==> src/rtl/sum_window_avg_pkg.sv <==
// Shared definitions for the adder output stage and the windowed averager.
// The state encoding and the adder sum width live here so both blocks agree.
package sum_window_avg_pkg;

  localparam int ADDER_SUM_W = 17;

  typedef enum logic {
    ST_ACCUM = 1'b0,
    ST_HOLD  = 1'b1
  } state_t;

endpackage

==> src/rtl/sum_window_avg_if.sv <==
// Valid/ready bundle between the adder, the window averager, and the result consumer.
// The slave modport is the averager's view; the master modport is the surrounding logic's view.
interface sum_window_avg_if
  import sum_window_avg_pkg::*;
#(
  parameter int DW     = ADDER_SUM_W,
  parameter int LOG2_N = 3
);

  localparam int SW = DW + LOG2_N;

  logic          in_valid;
  logic [DW-1:0] in_data;
  logic          in_ready;
  logic          out_valid;
  logic          out_ready;
  logic [SW-1:0] out_sum;
  logic [DW-1:0] out_avg;

  modport slave (
    input  in_valid, in_data, out_ready,
    output in_ready, out_valid, out_sum, out_avg
  );

  modport master (
    output in_valid, in_data, out_ready,
    input  in_ready, out_valid, out_sum, out_avg
  );

endinterface

==> src/rtl/sum_window_avg.sv <==
// Sums windows of 2^LOG2_N adder results and presents the total and floor mean.
// A completed result is held until the consumer takes it; input stalls meanwhile.
module sum_window_avg
  import sum_window_avg_pkg::*;
#(
  parameter int DW     = ADDER_SUM_W,
  parameter int LOG2_N = 3
) (
  input  logic              clk,
  input  logic              rst,
  sum_window_avg_if.slave   bus,
  input  logic              flush,
  output logic [LOG2_N-1:0] count,
  output logic              overrun
);

  localparam int SW = DW + LOG2_N;
  localparam logic [LOG2_N-1:0] LAST = {LOG2_N{1'b1}};

  state_t        state;
  state_t        state_next;
  logic [SW-1:0] acc;
  logic [SW-1:0] sum_next;
  logic          accept;
  logic          window_done;
  logic          take;

  assign bus.in_ready = (state == ST_ACCUM);
  assign accept       = bus.in_valid && bus.in_ready && !flush;
  assign window_done  = accept && (count == LAST);
  assign take         = bus.out_valid && bus.out_ready;
  assign sum_next     = acc + SW'(bus.in_data);

  always_ff @(posedge clk) begin
    if (rst) begin
      state <= ST_ACCUM;
    end else begin
      state <= state_next;
    end
  end

  always_comb begin
    state_next = state;
    case (state)
      ST_ACCUM: if (window_done) state_next = ST_HOLD;
      ST_HOLD:  if (take)        state_next = ST_ACCUM;
      default:                   state_next = ST_ACCUM;
    endcase
  end

  // Flush only acts while accumulating; a held result survives it untouched.
  always_ff @(posedge clk) begin
    if (rst) begin
      acc           <= '0;
      count         <= '0;
      bus.out_valid <= 1'b0;
      bus.out_sum   <= '0;
      bus.out_avg   <= '0;
      overrun       <= 1'b0;
    end else begin
      overrun <= bus.in_valid && !bus.in_ready;
      if (state == ST_ACCUM) begin
        if (flush) begin
          acc   <= '0;
          count <= '0;
        end else if (window_done) begin
          bus.out_sum   <= sum_next;
          bus.out_avg   <= sum_next[SW-1:LOG2_N];
          bus.out_valid <= 1'b1;
          acc           <= '0;
          count         <= '0;
        end else if (accept) begin
          acc   <= sum_next;
          count <= count + 1'b1;
        end
      end else if (take) begin
        bus.out_valid <= 1'b0;
      end
    end
  end

endmodule
==> src/flat_wrapper.sv <==
// flat-port wrapper written by rule: the top's interface ports become plain ports
module sum_window_avg_flat import sum_window_avg_pkg::*;
#(
  parameter int DW     = ADDER_SUM_W,
  parameter int LOG2_N = 3
)
  (clk, rst, flush, count, overrun, bus_in_valid, bus_in_data, bus_out_ready, bus_in_ready, bus_out_valid, bus_out_sum, bus_out_avg);
  sum_window_avg_if #(.DW(DW), .LOG2_N(LOG2_N)) bus_i ();
  input  logic clk;
  input  logic rst;
  input  logic flush;
  output logic [LOG2_N-1:0] count;
  output logic overrun;
  input wire logic [$bits(bus_i.in_valid)-1:0] bus_in_valid;
  input wire logic [$bits(bus_i.in_data)-1:0] bus_in_data;
  input wire logic [$bits(bus_i.out_ready)-1:0] bus_out_ready;
  output wire logic [$bits(bus_i.in_ready)-1:0] bus_in_ready;
  output wire logic [$bits(bus_i.out_valid)-1:0] bus_out_valid;
  output wire logic [$bits(bus_i.out_sum)-1:0] bus_out_sum;
  output wire logic [$bits(bus_i.out_avg)-1:0] bus_out_avg;
  assign bus_i.in_valid = bus_in_valid;
  assign bus_i.in_data = bus_in_data;
  assign bus_i.out_ready = bus_out_ready;
  assign bus_in_ready = bus_i.in_ready;
  assign bus_out_valid = bus_i.out_valid;
  assign bus_out_sum = bus_i.out_sum;
  assign bus_out_avg = bus_i.out_avg;
  sum_window_avg #(.DW(DW), .LOG2_N(LOG2_N)) u_core (.clk(clk), .rst(rst), .bus(bus_i), .flush(flush), .count(count), .overrun(overrun));
endmodule
==> config.mk <==
export PLATFORM = sky130hd
export DESIGN_NAME = sum_window_avg_flat
export DESIGN_NICKNAME = d
export VERILOG_FILES = /design/src/rtl/sum_window_avg_pkg.sv /design/src/rtl/sum_window_avg_if.sv /design/src/rtl/sum_window_avg.sv /design/src/flat_wrapper.sv
export SDC_FILE = /design/constraint.sdc
export NUM_CORES = 1
export LEC_CHECK = 0
export CAP_MARGIN = 20
export CORE_MARGIN = 10
export CORE_UTILIZATION = 46
export CTS_CLUSTER_SIZE = 16
export DETAILED_ROUTE_END_ITERATION = 8
export PLACE_DENSITY = 0.85
export SLEW_MARGIN = 10
export SYNTH_ARGS = -nofsm -noshare
export SYNTH_HDL_FRONTEND = slang
export SYNTH_SLANG_ARGS = --single-unit
==> constraint.sdc <==
create_clock -name clk -period 2.5 [get_ports clk]
set_input_delay 0.625 -clock clk [delete_from_list [all_inputs] [get_ports clk]]
set_output_delay 0.625 -clock clk [all_outputs]
set_load 0.02 [all_outputs]
# [Word-level counts from Yosys, hierarchy flattened]
# Cells that the tools add are included.
[word_totals] regBits=63 input_bits=22 out_inout_bits=43 word_cells=38
[classes] addsub=2 eq_ne=3 n_mux=13 bitwise_logic=2 n_reduce_logical=11
[op_table] operator="two-way mux 20 bit" n=3
[op_table] operator="adder 20 x 17 -> 20 bit" n=1
[op_table] operator="two-way mux 3 bit" n=3
[op_table] operator="two-way mux 1 bit" n=6
[op_table] operator="AND reduction 3 bit" n=2
[op_table] operator="logical AND 1 bit" n=5
[op_table] operator="adder 3 x 1 -> 3 bit, second input constant" n=1
[op_table] operator="equality test 3 bit, second input constant" n=1
[op_table] operator="nonzero test 3 bit" n=1
[op_table] operator="!= test 2 x 1 -> 1 bit, second input constant" n=1
[op_table] operator="!= test 2 bit, second input constant" n=1
[op_table] operator="NOT 1 bit" n=2
[op_table] operator="one-hot mux 1 bit (2 select lines)" n=1
[op_table] operator="AND reduction 2 bit" n=1
[op_table] operator="nonzero test 2 bit" n=1
[op_table] operator="logical NOT 1 bit" n=1

# [Depth between registers and ports, before layout]
# Gate-level depths: netlist of the first run.
[logic_depth] ltp_word=7 mapped_depth=9 ltp_nobuf=9

# [Worst setup path after synthesis of the first run]
# OpenSTA, ideal clock, no wires.
[synth_path] path_type="input port to flip-flop" start="input port bus_in_data[0]" end="register u_core.bus.out_avg[15]" setup_time_ns=0.079 arrival_time_ns=2.547 t_required_ns=2.421 path_slack_ns=-0.127 stages=9 n_path_buf=0 path_cell_list="ha_1 inv_1 fa_1 and2b_1 o2111ai_1 a2111oi_2 o41ai_2 xor2_1 a211oi_2"
[synth_between] elab_chain_cells=1
[synth_rtl] element="start: declaration" line_no="flat_wrapper.sv:15" text="input wire logic [$bits(bus_i.in_data)-1:0] bus_in_data;"
[synth_rtl] element="adder 20 x 17 -> 20 bit" line_no="sum_window_avg.sv:32" text="assign sum_next = acc + SW'(bus.in_data);"
[synth_rtl] element="end signal: assignment" line_no="sum_window_avg.sv:68" text="bus.out_avg <= sum_next[SW-1:LOG2_N];"
[synth_rtl] element="end: declaration" line_no="sum_window_avg_if.sv:22" text="output in_ready, out_valid, out_sum, out_avg"
# Every way passes these cells.
# A chain may end at the register's enable or synchronous reset.

# [Worst setup path in the final report of the first run]
[layout_path] start="input port bus_in_data[12]" end="register u_core.bus.out_avg[15]"
# The elaborated chain is that of the path after synthesis.

==> reports/qor.yml, run 1 <==
synth_top_family_by_area: "compound AO/OA/AOI/OAI gates"
fillers: 381
timing.final.crit_share_pct: 102.2
grt_antenna_before_repair: 0
critical_path_class: "in2reg"
htree_levels: 2
grt.overflow.total: 0
viasPerCell: 6.094
ys_warn_count: 0
ys_types: 55
maxSlewViolCount: 0
crit_fanout: 2
grt_pass1_wl_mm: 16.07
die_area_mm2: 0.009837
synth-adder-area-share_pct: 8.937
p_switching_mw: 0.5335
drive_above_1_share_pct: 28.99
placedCellCount: 527
worstMarginPinSlew_ns: 0.4995
crit_chain: "clkdlybuf4s50_1, ha_1, and2_1, a311oi_2, a21oi_2, o41ai_4, xor2_1, a211oi_2"
hold_viol: 0
critPathTopFamily: "compound AO/OA/AOI/OAI gates"
finalWorstSetupSlack_ns: -0.05467
grt_pass1_vias: 3310
root_buffer: "clkbuf_8"
n_antenna_cell: 0
hold_class: "reg2reg"
worst_ir_drop_vdd_mv: 0.3017
worst_setup_path_start_kind: "primary input"
gp_congestion: 0.9541
finalNetCount: 517
fin_setup_tns_ns: -0.05467
grt_max_degree: 19
via_count: 3358
worstSkewPairLatency_ns: 0.32
netlist.top_cell.by_area: "dfxtp_1"
min_from: "u_core.bus.out_sum[0]$_SDFFE_PP0P_"
critPathCaptureType: "flip-flop"
cpMaxStageDelayCell: "clkdlybuf4s50_1"
r2r_start: "u_core.acc[0]$_SDFFE_PP0P_"
place_hpwl_mm: 6.991
seqPwrFrac_pct: 44.9
post-route-drc-count: 0
fin_cells: 551
synth_flop_cell: "dfxtp_1"
synthCells: 350
synth_compound_gate_area_share_pct: 28.42
pwr-share-comb_pct: 25.8
cp.arrival_ns: 2.76
hold_slack_ns: 0.4601
place_area_mm2: 0.003999
maxCapViolations: 0
synth-simple-area-share_pct: 20.39
run_status: "finished, violations left"
synthesis.nets: 392
min_period_ns: 2.555
drt_iter0_drc: 247
cts_buffer_depth: 2
cp.required_ns: 2.70
crit_buf_inv: 1
synthMuxAreaShare_pct: 0.3471
drt.antenna.violating_nets: 0
row_count: 28
violations: "setup timing"
cts_buffers: 5
pwr-share-clk_pct: 29.3
critPathMaxStageDelay_ns: 0.44
synth-edff-count: 0
p_leak_nw: 1.857
ys_async_sr_fraction_pct: 0
syn_area_per_cell_um2: 8.240
first_pass_iters: 5
synth_top_area_share_pct: 31.93
grt_usage_pct: 19.48
tritoncts: "yes"
die_y_um: 99.18
ys_ff_latch: 46
fin_area_mm2: 0.004482
ys_seq_area_share_pct: 31.93
start_util_pct: 48.14
cts.sinks: 46
fp.coreArea_mm2: 0.005991
clk_pin_slew_worst_paths_ns: 0.10
grt_setup_unrepaired: "true"
die_w_um: 99.18
cp-startpoint: "bus_in_data[12]"
synth_xor_area_share_pct: 2.126
fmax_mhz: 391.4
wl_per_cell_um: 19.50
swShare_pct: 31.47
syn_area_mm2: 0.002884
flow.area_growth_from_synthesis_pct: 55.40
internal_power_mw: 1.162
synthTopCellsByArea: "dfxtp_1 32%, ha_1 8.2%, nand2_1 5.2%, a21oi_1 4.9%, buf_4 4.4%"
fin_skew_ns: 0.009048
portBuffers: 64
cts_hold_buf: 0
p_per_area_mw_per_mm2: 378.3
slew-limit-headroom_pct: 66.35
setup_viol: 1
wirelength_mm: 10.75
ioPinCount: 65
[logic make-up (layout without fill, tap and decap cells)]
kind of cell / Yosys count / after routing
flip-flops: 46 / 46
XOR/XNOR: 7 / 7
AND/OR/NAND/NOR: 122 / 122
multiplexers: 1 / 1
AO/OA/AOI/OAI: 112 / 112
buffers and inverters: 42 / 168
adder cells (fa/ha/maj): 20 / 20
[flip-flops by register name, summed over array words and instances, names as in the netlist]
signal                count
u_core.count              3
u_core.acc               20
u_core.state              1
u_core.bus.out_valid      1
u_core.bus.out_avg       17
u_core.bus.out_sum        3
u_core.overrun            1
[what timing repair did]
item	CTS	global route
buffers inserted	7	9
endpoints found under the setup margin	21	13
cloned	0	0
pin swaps	17	21
gates resized for setup	29	28
[final timing paths]
kind	depth (start not counted)	end	slack [ns]
worst max-delay path	8	u_core.bus.out_avg[15]$_SDFFE_PP0P_	-0.05
worst min register to register	2	u_core.bus.out_sum[0]$_SDFFE_PP0P_	0.46
worst max register to register	10	u_core.bus.out_avg[15]$_SDFFE_PP0P_	-0.01
worst min-delay path	2	u_core.bus.out_sum[0]$_SDFFE_PP0P_	0.46
[per-stage QoR]
step                      utilization [%]  worst slack [ns]  power, mW
after CTS                           71.16         0.0001978      1.638
after global routing                74.81           -0.1361      1.756
after global placement              66.75           -0.6417      1.122
after detailed placement            66.75           -0.7014      1.132
final                               74.81          -0.05467      1.695
after floorplan                         -          -0.01025     0.9561
[worst min-delay path, stage by stage (launching register included)]
cell	delay, ns
dfxtp_1	0.32
nand2_1	0.05
a21oi_1	0.05
[cells in the mapped netlist, drive strengths merged (2+ instances only)]
library cell and number:
dfxtp 46, xnor2 3, a211oi 6, and3 9
a311oi 2, clkbuf 11, nor2 29, or3 8
a21oi 29, nor3 4, ha 19, nor4 2
nand2 40, a31oi 7, and4 2, a2111oi 2
inv 8, o21ai 16, nor2b 2, o21a 6
nand3 12, buf 22, a22oi 9, o2111ai 3
nand4b 3, nand4 2, a21o 10, xor2 4
a211o 3, and2 5, a32o 6, o211ai 4
[power groups by stage]
stage / combinational, mW / clock [mW] / sequential (mW)
after floorplan: 0.186 / 0 / 0.770
after global placement: 0.351 / 0 / 0.771
after detailed placement: 0.360 / 0 / 0.772
after CTS: 0.385 / 0.496 / 0.758
after global routing: 0.466 / 0.529 / 0.762
final: 0.437 / 0.497 / 0.761
[cell type report]
class,count,area [um2],area share (%)
Timing Repair Buffer,151,1305,29.12
Multi-Input combinational cell,262,2033,45.37
Clock inverter,3,25.02,0.5583
Sequential cell,46,922.1,20.58
Tap cell,75,93.84,2.094
Inverter,9,33.78,0.7538
Clock buffer,5,68.82,1.535
[placed cells by master, fill, tap and decap left out, types with 4 or more instances in the layout]
cell type        Yosys  layout
a21o_1              10      10
a21oi_1             28      21
a21oi_2              1       5
a22oi_1              9       9
a31oi_1              6       6
a32o_1               6       6
and2_1               5       5
and3_1               9       9
buf_4               17      86
clkbuf_8             0       5
clkdlybuf4s50_1      0      53
dfxtp_1             46      45
dlymetal6s2s_1       0       6
ha_1                19       8
ha_4                 0      11
inv_1                8       6
nand2_1             40      37
nand3_1             12      12
nor2_1              29      29
nor3_1               4       4
o211ai_1             4       4
o21a_1               6       6
o21ai_0             14      13
or3_1                8       7
xor2_1               4       4
[metal layers]
layer / GRT usage [%] / part of all wire, % / vias up / routed length [um]
met3: 5.882 / 9.6 / 41 / 1027
met5: 0 / 0 / - / 0
li1: - / - / 1529 / -
met2: 32.46 / 49 / 195 / 5304
met1: 22.37 / 38 / 1593 / 4068
met4: 8.820 / 3.2 / 0 / 345
(Power assumes the default switching activity.)
==> run 2: changes to the inputs <==
==> constraint.sdc (replaced) <==
create_clock -name clk -period 2.5 [get_ports clk]
set_input_delay 0.5 -clock clk [delete_from_list [all_inputs] [get_ports clk]]
set_output_delay 0.5 -clock clk [all_outputs]
set_load 0.02 [all_outputs]
==> reports/qor.yml, run 2 (synthesis results as in run 1) <==
reg_top3: "u_core.acc x20, u_core.bus.out_avg x17"
critPathMaxStageDelay_ns: 0.29  # -0.15 ns
crit_fanout: 4  # +2
top_register: "u_core.acc"
groute.layer.met1.usage_pct: 21.26  # -1.1 points
post-route-drc-count: 0  # unchanged
row_count: 28  # unchanged
maxCapViolations: 0  # unchanged
hold_viol: 0  # unchanged
cp.required_ns: 2.69  # about the same
power_mw: 1.813  # +7.0%
viasPerCell: 5.998  # -1.6%
p_per_area_mw_per_mm2: 437.0  # +16%
critPathCaptureType: "flip-flop"
grt_setup_unrepaired: "true"
min_period_ns: 2.427  # -0.1278 ns
grt_use_met3_pct: 4.567  # -1.3 points
first_pass_iters: 5  # unchanged
start_util_pct: 48.14  # unchanged
largest_reg_flops: 20  # unchanged
grt_usage_pct: 18.08  # -1.4 points
worstSkewPairLatency_ns: 0.31  # about the same
gp_congestion: 0.9575  # +0.36%
n_antenna_cell: 0  # unchanged
root_buffer: "clkbuf_8"
drt.antenna.violating_nets: 0  # unchanged
wirelength_mm: 9.695  # -9.8%
worst_ir_drop_vdd_mv: 0.2696  # -11%
fin_setup_tns_ns: 0  # +0.05467 ns
slew-limit-headroom_pct: 68.35  # +2.0 points
die_y_um: 99.18  # unchanged
cts_buffers: 5  # unchanged
critical_path_class: "in2reg"
wl_per_cell_um: 18.40  # -5.7%
portBuffers: 64  # unchanged
timing.final.crit_share_pct: 97.07  # -5.1 points
run_status: "finished clean"
grt_max_degree: 36  # +17
fp.coreArea_mm2: 0.005991  # unchanged
worstMarginPinSlew_ns: 0.4735  # -0.02598 ns
finalNetCount: 493  # -4.6%
worst_setup_path_start_kind: "primary input"
tritoncts: "yes"
cts_buffer_depth: 2  # unchanged
ioPinCount: 65  # unchanged
via_count: 3161  # -5.9%
drive_above_1_share_pct: 21.46  # -7.5 points
cts.sinks: 46  # unchanged
die_area_mm2: 0.009837  # unchanged
final_cell_mix: "61 x clkdlybuf4s50_1, 61 x buf_4, 46 x dfxtp_1"
grt_pass1_wl_mm: 15.03  # -6.5%
p_leak_nw: 1.697  # -8.6%
fmax_mhz: 412.1  # +5.3%
critPathMostFrequentCell: "buf_4"
busiest_layer: "met2"
grt.overflow.total: 0  # unchanged
maxSlewViolCount: 0  # unchanged
grt_antenna_before_repair: 0  # unchanged
die_w_um: 99.18  # unchanged
htree_levels: 2  # unchanged
place_hpwl_mm: 6.918  # -1.1%
drt_iter0_drc: 254  # +2.8%
fin_skew_ns: 0.01345  # +0.004398 ns
clk_pin_slew_worst_paths_ns: 0.10  # about the same
cp.arrival_ns: 2.62  # -0.14 ns
cpMaxStageDelayCell: "a211oi_2"
hold_class: "reg2reg"
flow.area_growth_from_synthesis_pct: 43.86
crit_chain: "dlygate4sd2_1, buf_4, ha_1, a21oi_2, nand4b_1, buf_4, a211oi_2, buf_4, o21ai_1, a31oi_1, mux2i_1"
grt_pass1_vias: 3107  # -6.1%
grt_use_met2_pct: 30.96  # -1.5 points
setup_viol: 0  # -1
## run 2: where the power goes
group          total [mW]  switching, mW  internal, mW
Combinational       0.372          0.196         0.177
Clock               0.684          0.283         0.401
Sequential          0.757         0.0111         0.746
## run 2: final cells by class
class,instances,area [um2]
inverters,9,33.78
clock buffers,5,68.82
multi-input cells,262,1842
fillers,449,1842
well taps,75,93.84
repair buffers,127,1121
flip-flops and latches,46,920.9
clock inverters,3,68.82
## run 2: worst max-delay path: cells and delay by family
| kind | cells | cell delay, ns |
|---|---|---|
| mux | 1 | 0.10 |
| simple gates | 1 | 0.25 |
| fa+ha+maj | 1 | 0.28 |
| buf+inv | 4 | 0.79 |
| compound gates | 4 | 0.70 |
## run 2: path summary, 6_finish.rpt
check                                     start  depth (start not counted)  slack (ns)                                 end
max                              bus_in_data[1]                         11        0.07         u_core.acc[19]$_SDFFE_PP0P_
min          u_core.bus.out_sum[2]$_SDFFE_PP0P_                          2        0.47  u_core.bus.out_sum[2]$_SDFFE_PP0P_
max reg2reg          u_core.acc[0]$_SDFFE_PP0P_                         10        0.10         u_core.acc[10]$_SDFFE_PP0P_
min reg2reg  u_core.bus.out_sum[2]$_SDFFE_PP0P_                          2        0.47  u_core.bus.out_sum[2]$_SDFFE_PP0P_
## run 2: metal layers
metal / up-vias / part of all wire, %
met3: 33 / 7.0
met5: - / 0
met2: 155 / 49
met1: 1501 / 42
met4: 0 / 2.5
li1: 1472 / -
## run 2: what timing repair did
item	in CTS	in global routing
resized for setup	14	11
setup buffers	6	1
cloned	0	0
pin swaps	10	7
endpoints found under the hold margin	0	0
setup endpoints to repair	21	10
hold buffers	0	0
## run 2: stage by stage
stage | setup slack, ns | instances | hold slack, ns | instance area (um2) | utilization [%]
6_report | 0.07316 | 527 | 0.4670 | 4149 | 69.26
5_1_grt | -0.01671 | 527 | 0.4992 | 4149 | 69.26
4_1_cts | 0.01048 | 527 | 0.4678 | 4094 | 68.34
3_5_place_dp | -0.6247 | 513 | 0.4535 | 3854 | 64.33
3_3_place_gp | -0.5754 | 513 | 0.4445 | 3854 | 64.33
2_1_floorplan | 0.05597 | 350 | 0.4291 | 2884 | -
==> run 3: changes to the inputs <==
--- a/config.mk
+++ b/config.mk
@@ -11,6 +11,7 @@
 export CTS_CLUSTER_SIZE = 16
 export DETAILED_ROUTE_END_ITERATION = 8
 export PLACE_DENSITY = 0.85
+export RECOVER_POWER = 50
 export SLEW_MARGIN = 10
 export SYNTH_ARGS = -nofsm -noshare
 export SYNTH_HDL_FRONTEND = slang
==> reports/qor.yml, run 3 (synthesis results as in run 1) <==
final_common_cell: "buf_4"
worst_setup_path_start_kind: "primary input"
drt.antenna.violating_nets: 0  # unchanged
largest_reg_flops: 20  # unchanged
root_buffer: "clkbuf_8"
place_hpwl_mm: 6.918  # unchanged
reg2reg_slack_ns: 0.07  # -0.03 ns
hold_viol: 0  # unchanged
start_util_pct: 48.14  # unchanged
hold_class: "reg2reg"
reg_top3: "u_core.acc x20, u_core.bus.out_avg x17"
fin_skew_ns: 0.01479  # +0.001348 ns
grt_antenna_before_repair: 0  # unchanged
min_period_ns: 2.451  # +0.02401 ns
via_count: 3161  # unchanged
grt_max_degree: 36  # unchanged
critical_path_class: "in2reg"
cts_buffers: 5  # unchanged
ioPinCount: 65  # unchanged
run_status: "finished clean"
min_from: "u_core.bus.out_sum[2]$_SDFFE_PP0P_"
gp_congestion: 0.9575  # unchanged
final_util_pct: 69.19  # about the same
worstSkewPairLatency_ns: 0.31  # about the same
die_w_um: 99.18  # unchanged
grt_pass1_wl_mm: 15.03  # unchanged
grt_usage_pct: 18.08  # unchanged
cpMaxStageDelayCell: "fa_2"
tritoncts: "yes"
grt.overflow.total: 0  # unchanged
flow.area_growth_from_synthesis_pct: 43.73  # about the same
wirelength_mm: 9.659  # -0.37%
die_y_um: 99.18  # unchanged
holdPathStages: 2  # unchanged
grt_pass1_vias: 3107  # unchanged
fillers: 451  # +0.45%
worst_ir_drop_vdd_mv: 0.2710  # +0.55%
crit_fanout: 4  # unchanged
htree_levels: 2  # unchanged
setup_viol: 0  # unchanged
r2r_end: "u_core.acc[10]$_SDFFE_PP0P_"
p_per_area_mw_per_mm2: 437.2  # about the same
timing.final.crit_share_pct: 98.03  # +0.96 points
drt_iter0_drc: 224  # -12%
place_area_mm2: 0.003854  # unchanged
critPathMaxStageDelay_ns: 0.35  # +0.06 ns
first_pass_iters: 5  # unchanged
r2r_cells: 10  # unchanged
cts.sinks: 46  # unchanged
n_antenna_cell: 0  # unchanged
maxSlewViolCount: 0  # unchanged
fin_area_mm2: 0.004145  # about the same
finalNetCount: 493  # unchanged
critPathCaptureType: "flip-flop"
viasPerCell: 5.998  # unchanged
r2r_start: "u_core.acc[0]$_SDFFE_PP0P_"
cp.required_ns: 2.66  # -0.03 ns
hold_end: "u_core.bus.out_sum[2]$_SDFFE_PP0P_"
row_count: 28  # unchanged
crit_chain: "dlygate4sd2_1, ha_2, inv_2, fa_2, and2b_2, o2111ai_4, a211oi_2, buf_4, nor2_1, xor2_1, o21ai_0"
fin_setup_tns_ns: 0  # unchanged
grt_setup_unrepaired: "true"
fmax_mhz: 408.0  # -0.98%
die_area_mm2: 0.009837  # unchanged
power_mw: 1.812  # about the same
portBuffers: 64  # unchanged
top_register: "u_core.acc"
p_leak_nw: 1.820  # +7.2%
cts_buffer_depth: 2  # unchanged
wl_per_cell_um: 18.33  # -0.37%
final_cell_mix: "60 x buf_4, 46 x dfxtp_1, 39 x nand2_1"
post-route-drc-count: 0  # unchanged
cp.arrival_ns: 2.61  # about the same
maxCapViolations: 0  # unchanged
fp.coreArea_mm2: 0.005991  # unchanged
slew-limit-headroom_pct: 67.79  # -0.57 points
drive_above_1_share_pct: 21.24  # -0.22 points
worstMarginPinSlew_ns: 0.4832  # +0.009630 ns
clk_pin_slew_worst_paths_ns: 0.11  # about the same
-- run 3: cell types whose count changed in the layout (fill, tap and decap cells not counted), sizes merged --
cell	before	now
clkdlybuf4s50	61	25
dlygate4sd3	0	36
buf	63	62
clkbuf	5	6
-- run 3: timing repair --
item                       in CTS  in global routing
gates cloned                    0                  0
buffers inserted                6                  1
pin swaps                      10                  7
hold buffers                    0                  0
setup endpoints to repair      21                 10
gates resized for setup        14                 11
-- run 3: how the worst max path moves through the flow --
| stage | to | slack, ns | cells after the start | from |
|---|---|---|---|---|
| finish | u_core.acc[10]$_SDFFE_PP0P_ | 0.05 | 11 | bus_in_data[0] |
| global route | u_core.bus.out_avg[15]$_SDFFE_PP0P_ | -0.02 | 11 | bus_in_data[0] |
| CTS | u_core.acc[14]$_SDFFE_PP0P_ | 0.01 | 10 | bus_in_data[2] |
| detailed placement | u_core.bus.out_avg[11]$_SDFFE_PP0P_ | -0.62 | 10 | bus_in_data[0] |
| floorplan | u_core.bus.out_avg[11]$_SDFFE_PP0P_ | 0.06 | 9 | bus_in_data[0] |
| global placement | u_core.bus.out_avg[11]$_SDFFE_PP0P_ | -0.58 | 10 | bus_in_data[0] |
-- run 3: routing by layer --
| metal | GRT usage (%) | vias to the layer above | part of all wire (%) |
|---|---|---|---|
| met2 | 30.96 | 152 | 49 |
| met5 | 0 | - | 0 |
| met4 | 6.395 | 0 | 2.9 |
| li1 | - | 1476 | - |
| met3 | 4.567 | 37 | 8.1 |
| met1 | 21.26 | 1496 | 40 |
-- run 3: final cells by class --
class / count / area [um2] / area share (%)
sequential: 46 / 920.9 / 22.22
multi-input combinational: 262 / 1842 / 44.43
tap: 75 / 93.84 / 2.264
clock inverter: 3 / 68.82 / 1.660
clock buffer: 5 / 68.82 / 1.660
timing repair buffer: 127 / 1117 / 26.95
inverter: 9 / 33.78 / 0.8150
-- run 3: where the power goes --
part | leakage (nW) | internal, mW | switching, mW
registers | 0.372 | 0.746 | 0.0111
clock network | 0.0683 | 0.401 | 0.283
logic | 1.38 | 0.176 | 0.196
-- run 3: stage by stage --
| step | setup slack, ns | std cells | hold slack [ns] |
|---|---|---|---|
| floorplan | 0.05597 | 350 | 0.4291 |
| finish | 0.04914 | 527 | 0.4649 |
| detailed placement | -0.6247 | 513 | 0.4535 |
| global route | -0.01671 | 527 | 0.4963 |
| global placement | -0.5754 | 513 | 0.4445 |
| CTS | 0.01048 | 527 | 0.4678 |
-- run 3: critical path, delay by kind of cell --
family / cells / cell delay (ns)
AOI/OAI and AO/OA: 3 / 0.64
and+or+nand+nor: 2 / 0.31
adders and majority gates: 2 / 0.53
xor gates and xnor gates: 1 / 0.25
buffers and inverters: 3 / 0.39
